### src/rtl/mips_pkg.sv
// Shared types and width defaults for the memory-port arbiter slice.
package mips_pkg;

  localparam int ADDRESS_WIDTH = 32;
  localparam int DATA          = 32;

  // Arbiter sequencing: IDLE and RESP both arbitrate, WAIT blocks the port.
  typedef enum logic [1:0] {
    IDLE = 2'd0,
    WAIT = 2'd1,
    RESP = 2'd2
  } arb_state_e;

  // Identity of the requester that owns the outstanding read.
  typedef enum logic {
    REQ_IF = 1'b0,
    REQ_LS = 1'b1
  } req_id_e;

endpackage

### src/rtl/arb_starve_ctr.sv
// Saturating count of consecutive arbitrations the fetch port has lost to
// load/store. starved_o tells the arbiter to let fetch win the next one.
module arb_starve_ctr #(
  parameter int STARVE_MAX = 4
) (
  input  logic clk,
  input  logic reset,
  input  logic if_req_i,
  input  logic if_gnt_i,
  input  logic ls_gnt_i,
  output logic starved_o
);

  localparam logic [3:0] CNT_MAX = 4'(STARVE_MAX);

  logic [3:0] cnt_q, cnt_d;

  // Next count: clear when fetch is idle or served, bump when it loses.
  always_comb begin
    // NOTE: assign a default first so every path drives cnt_d; otherwise a latch is inferred.
    cnt_d = cnt_q;
    if (!if_req_i || if_gnt_i) begin
      cnt_d = '0;
    end else if (ls_gnt_i && (cnt_q != CNT_MAX)) begin
      cnt_d = cnt_q + 4'd1;
    end
  end

  // Counter register with synchronous reset.
  always_ff @(posedge clk) begin
    // NOTE: sequential state uses non-blocking (<=) so all flops update together at the edge.
    if (reset) begin
      cnt_q <= '0;
    end else begin
      cnt_q <= cnt_d;
    end
  end

  assign starved_o = (cnt_q == CNT_MAX);

endmodule

### src/rtl/mem_port_arbiter.sv
// Two-requester arbiter (instruction fetch, load/store) for one memory port.
// One transaction outstanding at most; load/store has priority unless fetch
// has been starved STARVE_MAX arbitrations in a row.
// Optional: define ARB_STATS_EN to add 32-bit grant counters if_acc_cnt and
// ls_acc_cnt.
module mem_port_arbiter
  import mips_pkg::*;
#(
  parameter int ADDR_W     = ADDRESS_WIDTH,
  parameter int DATA_W     = DATA,
  parameter int MEM_LAT    = 2,
  parameter int STARVE_MAX = 4
) (
  input  logic              clk,
  input  logic              reset,
  input  logic              if_req,
  input  logic [ADDR_W-1:0] if_addr,
  output logic              if_gnt,
  output logic              if_rvalid,
  output logic [DATA_W-1:0] if_rdata,
  input  logic              ls_req,
  input  logic              ls_we,
  input  logic [ADDR_W-1:0] ls_addr,
  input  logic [DATA_W-1:0] ls_wdata,
  output logic              ls_gnt,
  output logic              ls_rvalid,
  output logic [DATA_W-1:0] ls_rdata,
  output logic              mem_en,
  output logic              mem_we,
  output logic [ADDR_W-1:0] mem_addr,
  output logic [DATA_W-1:0] mem_wdata,
  input  logic [DATA_W-1:0] mem_rdata,
  output logic              stall_o
`ifdef ARB_STATS_EN
  ,
  output logic [31:0]       if_acc_cnt,
  output logic [31:0]       ls_acc_cnt
`endif
);

  // Index of the last WAIT cycle, where mem_rdata is valid.
  localparam logic [2:0] LAT_LAST = 3'(MEM_LAT - 1);

  arb_state_e        state_q;
  req_id_e           owner_q;
  logic [2:0]        lat_q;
  logic [DATA_W-1:0] if_rdata_q, ls_rdata_q;

  logic starved;
  logic arb_en;
  logic pick_if;
  logic read_gnt;

  arb_starve_ctr #(
    .STARVE_MAX (STARVE_MAX)
  ) u_starve (
    .clk       (clk),
    .reset     (reset),
    .if_req_i  (if_req),
    .if_gnt_i  (if_gnt),
    .ls_gnt_i  (ls_gnt),
    .starved_o (starved)
  );

  // Arbitration happens in IDLE and RESP; reset suppresses every grant so the
  // port is quiet during the reset cycle itself.
  assign arb_en   = !reset && (state_q != WAIT);
  assign pick_if  = if_req && (starved || !ls_req);
  assign if_gnt   = arb_en && pick_if;
  assign ls_gnt   = arb_en && ls_req && !pick_if;
  assign read_gnt = if_gnt || (ls_gnt && !ls_we);
  assign stall_o  = arb_en && ((if_req && !if_gnt) || (ls_req && !ls_gnt));

  // Memory port: steer the winner's command straight onto the port.
  always_comb begin
    mem_en    = if_gnt || ls_gnt;
    mem_we    = ls_gnt && ls_we;
    mem_addr  = '0;
    mem_wdata = '0;
    if (if_gnt) begin
      mem_addr = if_addr;
    end else if (ls_gnt) begin
      mem_addr  = ls_addr;
      mem_wdata = ls_wdata;
    end
  end

  // Transaction sequencer: track the outstanding read, wait out the memory
  // latency, capture the data for its owner and present it for one cycle.
  always_ff @(posedge clk) begin
    if (reset) begin
      state_q    <= IDLE;
      owner_q    <= REQ_IF;
      lat_q      <= '0;
      if_rdata_q <= '0;
      ls_rdata_q <= '0;
    end else begin
      case (state_q)
        IDLE, RESP: begin
          if (read_gnt) begin
            state_q <= WAIT;
            owner_q <= if_gnt ? REQ_IF : REQ_LS;
            lat_q   <= '0;
          end else begin
            state_q <= IDLE;
          end
        end
        WAIT: begin
          if (lat_q == LAT_LAST) begin
            state_q <= RESP;
            if (owner_q == REQ_IF) begin
              if_rdata_q <= mem_rdata;
            end else begin
              ls_rdata_q <= mem_rdata;
            end
          end else begin
            lat_q <= lat_q + 3'd1;
          end
        end
        default: state_q <= IDLE;
      endcase
    end
  end

  // A response shown in RESP is dropped if reset hits in that cycle.
  assign if_rvalid = !reset && (state_q == RESP) && (owner_q == REQ_IF);
  assign ls_rvalid = !reset && (state_q == RESP) && (owner_q == REQ_LS);
  assign if_rdata  = if_rdata_q;
  assign ls_rdata  = ls_rdata_q;

`ifdef ARB_STATS_EN
  logic [31:0] if_acc_q, ls_acc_q;

  // Grant counters; they wrap naturally at 2^32.
  always_ff @(posedge clk) begin
    if (reset) begin
      if_acc_q <= '0;
      ls_acc_q <= '0;
    end else begin
      if (if_gnt) if_acc_q <= if_acc_q + 32'd1;
      if (ls_gnt) ls_acc_q <= ls_acc_q + 32'd1;
    end
  end

  assign if_acc_cnt = if_acc_q;
  assign ls_acc_cnt = ls_acc_q;
`endif

endmodule
### config.mk
export PLATFORM = sky130hd
export DESIGN_NAME = mem_port_arbiter
export DESIGN_NICKNAME = d
export VERILOG_FILES = /design/src/rtl/mips_pkg.sv /design/src/rtl/arb_starve_ctr.sv /design/src/rtl/mem_port_arbiter.sv
export SDC_FILE = /design/constraint.sdc
export NUM_CORES = 1
export LEC_CHECK = 0
export ABC_AREA = 1
export BUFFER_PORTS_ARGS = -buffer_cell sky130_fd_sc_hd__buf_2
export CAP_MARGIN = 5
export CORE_AREA = 5 5 101 103
export CTS_BUF_LIST = sky130_fd_sc_hd__clkbuf_8
export DETAILED_ROUTE_END_ITERATION = 16
export DIE_AREA = 0 0 106 108
export GPL_ROUTABILITY_DRIVEN = 0
export PLACE_DENSITY = 0.79
export SYNTH_ARGS = -nofsm -noshare
export SYNTH_HDL_FRONTEND = slang
export SYNTH_SLANG_ARGS = --single-unit
### constraint.sdc
create_clock -name clk -period 1.6 [get_ports clk]
set_input_delay 0.08 -clock clk [delete_from_list [all_inputs] [get_ports clk]]
set_output_delay 0.08 -clock clk [all_outputs]
set_load 0.01 [all_outputs]
==> results of run 1 <==
## cell families (layout without fill, tap and decap cells)
family	after synthesis	after routing	share of synthesized area (%)
AOI/OAI and AO/OA	110	110	20.4
xor gates and xnor gates	2	2	0.520
adders and majority gates	4	4	1.49
buffers and inverters	77	365	9.73
DFF	74	74	44.0
and+or+nand+nor	203	203	23.9
## metrics by stage
stage / power [W] / area [um2] / setup TNS [ns] / hold slack [ns] / worst slack [ns]
CTS: 0.00435 / 5510 / -13.88 / 0.000419 / -0.275
global placement: 0.00266 / 4880 / -0.711 / 0.328 / -0.0800
finish: 0.00433 / 5560 / -14.25 / 0.0131 / -0.330
detailed placement: 0.00267 / 4880 / -0.862 / 0.338 / -0.0902
global route: 0.00454 / 5560 / -20.08 / 0.00918 / -0.381
floorplan: 0.00228 / 3370 / 0 / 0.149 / 0.144
## worst min-delay path by stage
stage                         to  depth (start not counted)  slack (ns)     startpoint
floorplan             state_q[0]                          1        0.15          reset
global placement      state_q[0]                          2        0.33          reset
detailed placement    state_q[0]                          2        0.34          reset
CTS                  if_rdata[7]                          3      0.0004   mem_rdata[7]
global route        if_rdata[20]                          3       0.009  mem_rdata[20]
finish              ls_rdata[10]                          3        0.01  mem_rdata[10]
## what timing repair did
action	CTS	global route
hold buffers	12	1
buffers inserted	2	2
pin swaps	6	0
resized for setup	46	12
setup endpoints to repair	68	107
hold endpoints to repair	15	1
cloned	1	0
## cell type report
type | instances | area, um2
fill | 798 | 3550
timing repair buffer | 301 | 1800
multi-input combinational | 319 | 1730
sequential | 74 | 1490
inverter | 49 | 189
tap | 111 | 139
clock buffer | 9 | 124
clock inverter | 6 | 90.1
## power by group
| group | leakage (nW) | switching [W] | internal (W) | total [W] |
|---|---|---|---|---|
| clock network | 0.106 | 0.000684 | 0.000875 | 0.00156 |
| registers | 0.600 | 0.0000268 | 0.00188 | 0.00190 |
| logic | 2.31 | 0.000463 | 0.000404 | 0.000866 |
## flip-flops by register name, summed over array words and instances (netlist names)
name	flops
if_rdata	32
state_q	2
lat_q	3
u_starve.cnt_q	4
owner_q	1
ls_rdata	32
## critical path, stage by stage (launching register included)
cell and delay [ns]:
dfxtp_2 0.34, inv_2 0.05, ha_4 0.15, nand3_4 0.06, nand2_4 0.07, a21oi_4 0.29
buf_4 0.21, a22o_1 0.19, buf_2 0.16
## layout by cell type (no fill, tap or decap), drive strengths merged
cell,instances
a21oi,12
a22o,32
buf,288
bufinv,2
clkbuf,9
clkinv,2
clkinvlp,1
dfxtp,74
dlygate4sd3,13
ha,4
inv,50
nand2,22
nand3,9
nand4,1
nor2,168
nor3,2
o21ai,66
or2,1
xor2,2
## layer usage
metal	share of wire (%)	vias up	track usage (%)
met5	0	-	0
met4	0.99	0	4.35
met3	10	16	8.30
met2	48	219	43.8
met1	41	2008	32.2
li1	-	2067	-
==> run metrics, run 1 <==
Placeable Area 9110 um2; I/O Pins 268; gr ovfl total 0; worst reg2reg path depth 10; Finished Layout Cells 869; CTS tree built; Ys Warns 0; worst skew pair latency 0.34 ns; die extent in x ~110 um; CP endpoint mem_addr[29]; crit path from u_starve.cnt_q[0]; post-DP HPWL 12.1 mm; vias in the first global route 4202; Mapped Area 3370 um2; Avg Synthesized Cell Area 7.17 um2; Main synth FF type dfxtp_1; IO buf count about 270; final WL 15.4 mm; Max clock buf depth 2; Seq/Total Area, Yosys 44.0%; main area contributors after synthesis dfxtp_1 (44%), nor2_1 (19%), o21ai_0 (9.8%); ys async rst share 0%; worst min path class primary input to register; violated checks negative setup slack; Ant. Diodes 0; Cell variety after synth 23; FF-to-FF Start u_starve.cnt_q[0]; Seq cells post-synth 74; DR pass1 iterations 4; row count 35; r2r setup slk roughly 0.080 ns; Slew headroom 64.2%; worst reg2reg path endpoint u_starve.cnt_q[2]; CP Capture Type output port; Area Overhead vs Synth 65.0%; WL/cell 17.7 um; GRT Resource Usage Total 25.6%; number of remaining DRC errors 0; Initial Utilization between 30% and 40%; Starting DRT DRC Count 276; most frequent cell after synthesis nor2_1; post-route clock period utilization 121%; FMAX 518 MHz; Post-synth EDFFs 0; fin util 61.0%; actual slew at the worst max-slew pin between 0.5 and 0.6 ns; Arr. time, crit path 1.85 ns; post-placement cell count around 840; outcome finished with violations; final setup vio count 66; Net Count, Synth 607; die footprint about 11000 um2; fraction of layout cells with a size suffix above 1 45.0%; CTS H-tree lvls 3; unrepaired setup endpoints after global routing yes; Static Leak 3.02 nW; Die Height roughly 110 um; clk root buf clkbuf_8; post-route minimum period 1.93 ns; Reg clk slew, reported paths 0.08 ns; worst vdd ir 0.458 mV; clock sink count 74; number of vias after detailed routing about 4300; Syn Inst Count 470; dominant cell type by area after synthesis dfxtp_1; setup ws final -0.330 ns; first-pass GRT wire length 22.9 mm; WS Path Type register to output port; startpoint types register; CTS Buf Count 9; initial antenna violation count 0; Slew Viols, Final 0; Post-DRT Antenna Nets 0; Yosys top cell area share between 40% and 50%; Clock Skew 0.0116 ns; CP max FO 6; pwr/cell area 779 nW/um2; Via-to-Cell Ratio 4.96; pin count of the biggest net entering global routing 68; Layout Nets 891; max-cap violations 0; Critical Path RT 1.52 ns; Synth top cells by count nor2_1 (167), dfxtp_1 (74), o21ai_0 (66); endpoints failing hold 0
Power figures use the tool's default switching activity.
==> run 2, diff against run 1 <==
Settings changed: CORE_AREA 5 5 101 103 to 5 5 102 104, CTS_BUF_LIST sky130_fd_sc_hd__clkbuf_8 to not set, DIE_AREA 0 0 106 108 to 0 0 107 109, PLACE_DENSITY 0.79 to 0.78.
==> run 2 against run 1 <==
- the run still ends with negative setup slack left
- sequential share of layout area fell by 0.38 points
- cell count is 3.5% higher
- worst setup slack better by 0.088 ns
- utilization shrank 1.5 points
- via count down 3.2%
- combinational power shrank 3.6%
- total power down 0.20%
- critical path depth grew 1
==> run metrics, run 2 (synthesis gave the netlist of run 1 again) <==
Placeable Area 9460 um2 (was 9110 um2); initial antenna violation count 0 (unchanged); row count 36 (was 35); I/O Pins 268 (unchanged); pwr/cell area 767 nW/um2 (was 779 nW/um2); post-route minimum period 1.84 ns (was 1.93 ns); worst reg2reg path depth 10 (unchanged); final setup vio count 68 (was 66); Initial Utilization 35.6% (was 37.0%); fin util 59.6% (was 61.0%); DR pass1 iterations 4 (unchanged); WS Path Type register to output port (unchanged); post-DP HPWL 10.3 mm (was 12.1 mm); CP Capture Type output port (unchanged); worst skew pair latency 0.34 ns (about the same); Reg clk slew, reported paths 0.08 ns (about the same); vias in the first global route 4029 (was 4202); Clock Skew 0.0130 ns (was 0.0116 ns); met2 WL 7.42 mm (was 7.41 mm); outcome finished with violations (unchanged); final WL 13.9 mm (was 15.4 mm); FMAX 543 MHz (was 518 MHz); dpl ws -0.0512 ns (was -0.0902 ns); max-cap violations 0 (unchanged); Starting DRT DRC Count 277 (was 276); worst min path class primary input to register (unchanged); setup ws final -0.242 ns (was -0.330 ns); Worst Hold Depth 3 (unchanged); worst vdd ir 0.578 mV (was 0.458 mV); Static Leak 3.02 nW (about the same); violated checks negative setup slack (unchanged); Arr. time, crit path 1.76 ns (was 1.85 ns); die extent in x 107 um (was 106 um); fraction of layout cells with a size suffix above 1 45.2% (was 45.0%); startpoint types register (unchanged); Slew Viols, Final 0 (unchanged); CTS tree built (unchanged); clk root buf clkbuf_8 (unchanged); Final Cell Area 5630 um2 (was 5560 um2); Via-to-Cell Ratio 4.64 (was 4.96); Critical Path RT 1.52 ns (about the same); max layer used met4 (unchanged); actual slew at the worst max-slew pin 0.349 ns (was 0.536 ns); commonest cells after routing, fill and taps aside buf_2 (263), nor2_1 (150), dfxtp_1 (70) (was buf_2 (252), nor2_1 (167), dfxtp_1 (69)); post-route clock period utilization 115% (was 121%); unrepaired setup endpoints after global routing yes (unchanged); CTS H-tree lvls 3 (unchanged); Slew headroom 76.7% (was 64.2%); first-pass GRT wire length 20.1 mm (was 22.9 mm); GRT Resource Usage Total 22.0% (was 25.6%); Post-DRT Antenna Nets 0 (unchanged); gr ovfl total 0 (unchanged); CTS Buf Count 9 (unchanged); total power 0.00432 W (was 0.00433 W); placed instance area 4870 um2 (was 4880 um2); number of vias after detailed routing 4173 (was 4310); Max clock buf depth 2 (unchanged); pin count of the biggest net entering global routing 42 (was 68); Layout Nets 916 (was 891); clock sink count 74 (unchanged); met3 WL 1.05 mm (was 1.56 mm); number of remaining DRC errors 0 (unchanged); met1 wire length 5.18 mm (was 6.25 mm); IO buf count 267 (unchanged); die footprint 11700 um2 (was 11400 um2); WL/cell 15.5 um (was 17.7 um); CP max FO 6 (unchanged); endpoints failing hold 0 (unchanged); leading cell type in the layout, fill and taps excluded buf_2 (unchanged); Die Height 109 um (was 108 um); Fin Setup TNS -14.00 ns (was -14.25 ns); Area Overhead vs Synth 67.2% (was 65.0%)
==> run 2: final cells by class <==
| type | count | area, um2 |
|---|---|---|
| Antenna cell | 1 | 2.50 |
| Inverter | 49 | 201 |
| Clock buffer | 10 | 128 |
| Timing Repair Buffer | 324 | 1910 |
| Tap cell | 114 | 143 |
| Clock inverter | 6 | 90.1 |
| Fill cell | 903 | 3830 |
| Multi-Input combinational cell | 319 | 1660 |
| Timing Repair inverter | 2 | 16.3 |
| Sequential cell | 74 | 1490 |
==> run 2: where the power goes <==
| group | leakage, nW | total [W] | internal (W) | switching (W) |
|---|---|---|---|---|
| clock | 0.107 | 0.00158 | 0.000884 | 0.000699 |
| combinational | 2.31 | 0.000835 | 0.000408 | 0.000427 |
| sequential | 0.599 | 0.00190 | 0.00188 | 0.0000254 |
| total | 3.02 | 0.00432 | 0.00317 | 0.00115 |
==> run 2: timing repair <==
item,in CTS,in global routing
hold buffers,28,0
pin swaps,6,3
setup buffers,6,1
cloned,1,1
gates resized for setup,18,37
endpoints found under the setup margin,68,110
endpoints found under the hold margin,38,0
==> run 2: routing by layer <==
metal | track usage [%] | up-vias
li1 | - | 2118
met1 | 22.8 | 1862
met2 | 42.4 | 173
met3 | 6.16 | 20
met4 | 7.21 | 0
met5 | 0 | -
==> run 2: critical path, cell delays in order (launching register included) <==
cell and delay [ns]:
dfxtp_2 0.34, inv_2 0.05, ha_4 0.15, nand3_4 0.06, nand2_4 0.07, a21oi_4 0.18, buf_12 0.14, clkinvlp_4 0.15
nor2_1 0.13, buf_2 0.14
==> run 2: final timing paths <==
kind | endpoint | start | slack [ns]
worst min register to register | u_starve.cnt_q[3] | u_starve.cnt_q[3] | 0.48
worst max register to register | lat_q[2] | u_starve.cnt_q[0] | 0.02
worst min-delay path | if_rdata[26] | mem_rdata[26] | 0.01
worst max-delay path | mem_we | u_starve.cnt_q[0] | -0.24
==> run 2: metrics by stage <==
| stage | std cells | hold slack, ns |
|---|---|---|
| floorplan | 470 | 0.149 |
| global placement | 845 | 0.340 |
| detailed placement | 845 | 0.347 |
| CTS | 896 | 0.00160 |
| global route | 898 | 0.0393 |
| finish | 899 | 0.00985 |
==> run 3, diff against run 2 <==
--- a/config.mk
+++ b/config.mk
@@ -14,4 +14,5 @@
 export GPL_ROUTABILITY_DRIVEN = 0
 export PLACE_DENSITY = 0.78
+export SKIP_CTS_REPAIR_TIMING = 1
 export SYNTH_ARGS = -nofsm -noshare
 export SYNTH_HDL_FRONTEND = slang
==> constraint.sdc (replaced) <==
create_clock -name clk -period 1.6 [get_ports clk]
set_input_delay 0.32 -clock clk [delete_from_list [all_inputs] [get_ports clk]]
set_output_delay 0.32 -clock clk [all_outputs]
set_load 0.01 [all_outputs]
==> run 3 against run 2 <==
- the flow still finishes with violations (negative setup slack)
- sequential share of layout area decreased by 1.8 points
- design area rose by 7.4%
- maximum frequency down 12%
- utilization is 4.4 points higher
- sequential cell count unchanged
- die area unchanged
- first-iteration DRC count grew 6.1%
- combinational power rose by 19%
- total power is 0.70% higher
- worst hold slack better by 0.23 ns
- critical endpoint is now mem_addr[8]
- sequential power is essentially flat
==> run metrics, run 3 (synthesis gave the netlist of run 1 again) <==
setup ws final -0.503 ns (was -0.242 ns); Starting DRT DRC Count 294 (was 277); Min Hold Slack 0.237 ns (was 0.00985 ns); Area Overhead vs Synth 79.6% (was 67.2%); actual slew at the worst max-slew pin 0.341 ns (was 0.349 ns); post-DP HPWL 10.7 mm (was 10.3 mm); CP Capture Type output port (unchanged); WL/cell 16.7 um (was 15.5 um); FF/Latch Area 1490 um2 (unchanged); pwr/cell area 719 nW/um2 (was 767 nW/um2); Die Height 109 um (unchanged); Layout Nets 892 (was 916); dpl ws -0.156 ns (was -0.0512 ns); number of remaining DRC errors 0 (unchanged); gr ovfl total 0 (unchanged); post-route minimum period 2.10 ns (was 1.84 ns); fin util 63.9% (was 59.6%); GR Util met3 8.94% (was 6.16%); violated checks negative setup slack (unchanged); DR pass1 iterations 5 (was 4); I/O Pins 268 (unchanged); pin count of the biggest net entering global routing 35 (was 42); M2 GR Usage 39.3% (was 42.4%); Placeable Area 9460 um2 (unchanged); first-pass GRT wire length 20.5 mm (was 20.1 mm); max-cap violations 0 (unchanged); CP max FO 8 (was 6); fraction of layout cells with a size suffix above 1 50.3% (was 45.2%); Worst Hold Depth 3 (unchanged); # fillers 780 (was 903); worst skew pair latency 0.34 ns (about the same); number of vias after detailed routing 4313 (was 4173); FMAX 475 MHz (was 543 MHz); clock sink count 74 (unchanged); Arr. time, crit path 1.78 ns (was 1.76 ns); initial antenna violation count 1 (was 0); startpoint types register (unchanged); crit-path cells inv_2 > ha_4 > nand3_4 > nand2_4 > a21oi_4 > buf_6 > clkbuf_16 > a22o_1 > buf_2 (was inv_2 > ha_4 > nand3_4 > nand2_4 > a21oi_4 > buf_12 > clkinvlp_4 > nor2_1 > buf_2); post-route clock period utilization 131% (was 115%); final setup vio count 68 (unchanged); row count 36 (unchanged); leading cell type in the layout, fill and taps excluded buf_2 (unchanged); Initial Utilization 35.6% (unchanged); Critical Path RT 1.28 ns (was 1.52 ns); Final Cell Area 6050 um2 (was 5630 um2); clk root buf clkbuf_8 (unchanged); worst reg2reg path depth 9 (was 10); Post-DRT Antenna Nets 0 (unchanged); endpoints failing hold 0 (unchanged); Reg clk slew, reported paths 0.08 ns (about the same); die extent in x 107 um (unchanged); outcome finished with violations (unchanged); GRT Resource Usage Total 21.9% (was 22.0%); IO buf count 267 (unchanged); GR Layer Usage met1 24.4% (was 22.8%); Worst path slowest cell dfxtp_2 (unchanged); vias in the first global route 4170 (was 4029); commonest cells after routing, fill and taps aside buf_2 (222), nor2_1 (132), dfxtp_1 (70) (was buf_2 (263), nor2_1 (150), dfxtp_1 (70)); Clock Skew 0.0104 ns (was 0.0130 ns); Ant. Diodes 0 (was 1); Worst path max stage delay 0.34 ns (about the same); final WL 14.6 mm (was 13.9 mm); worst vdd ir 0.671 mV (was 0.578 mV); Slew headroom 77.1% (was 76.7%); WS Path Type register to output port (unchanged); die footprint 11700 um2 (unchanged); CTS Buf Count 9 (unchanged); unrepaired setup endpoints after global routing yes (unchanged); placed instance area 5240 um2 (was 4870 um2); most used routing layer met2 (unchanged); worst min path class primary input to register (unchanged); Max clock buf depth 2 (unchanged); CTS H-tree lvls 3 (unchanged); Static Leak 3.05 nW (was 3.02 nW); CTS tree built (unchanged); Slew Viols, Final 0 (unchanged); Via-to-Cell Ratio 4.93 (was 4.64); multi-input gate area in the final layout 1890 um2 (was 1660 um2)
## run 3: stage by stage
step           TNS, ns  total power (W)  instances
6_report        -30.78          0.00435        874
5_1_grt         -36.83          0.00457        874
4_1_cts         -30.71          0.00422        864
3_5_place_dp     -4.74          0.00275        848
3_3_place_gp     -2.65          0.00273        848
2_1_floorplan  -0.0193          0.00236        470
## run 3: power by group
group          switching [W]  internal, W
logic               0.000504     0.000491
clock network       0.000684     0.000771
registers          0.0000240      0.00188
## run 3: final cells by class
class                      count  area share, %
clock buffer                  11           2.34
tap                          114           2.36
clock inverter                 5           1.03
inverter                      49           3.25
timing repair buffer         302           35.1
sequential                    74           24.6
multi-input combinational    319           31.3
## run 3: worst paths after layout
path                startpoint                end  slack (ns)
max reg2reg  u_starve.cnt_q[0]  u_starve.cnt_q[3]        0.12
min reg2reg       if_rdata[13]       if_rdata[13]        0.48
max          u_starve.cnt_q[0]        mem_addr[8]       -0.50
min              mem_rdata[24]       ls_rdata[24]        0.24
## run 3: critical path: cells and delay by family, from the launching register on
family,cells,cell delay (ns)
compound gates,2,0.32
fa+ha+maj,1,0.16
buf+inv,4,0.50
flops,1,0.34
simple gates,2,0.13
## run 3: layer usage
layer | vias to the layer above | wire length [um]
li1 | 2072 | -
met1 | 1968 | 5120
met2 | 233 | 7440
met3 | 38 | 1650
met4 | 2 | 379
met5 | - | 11
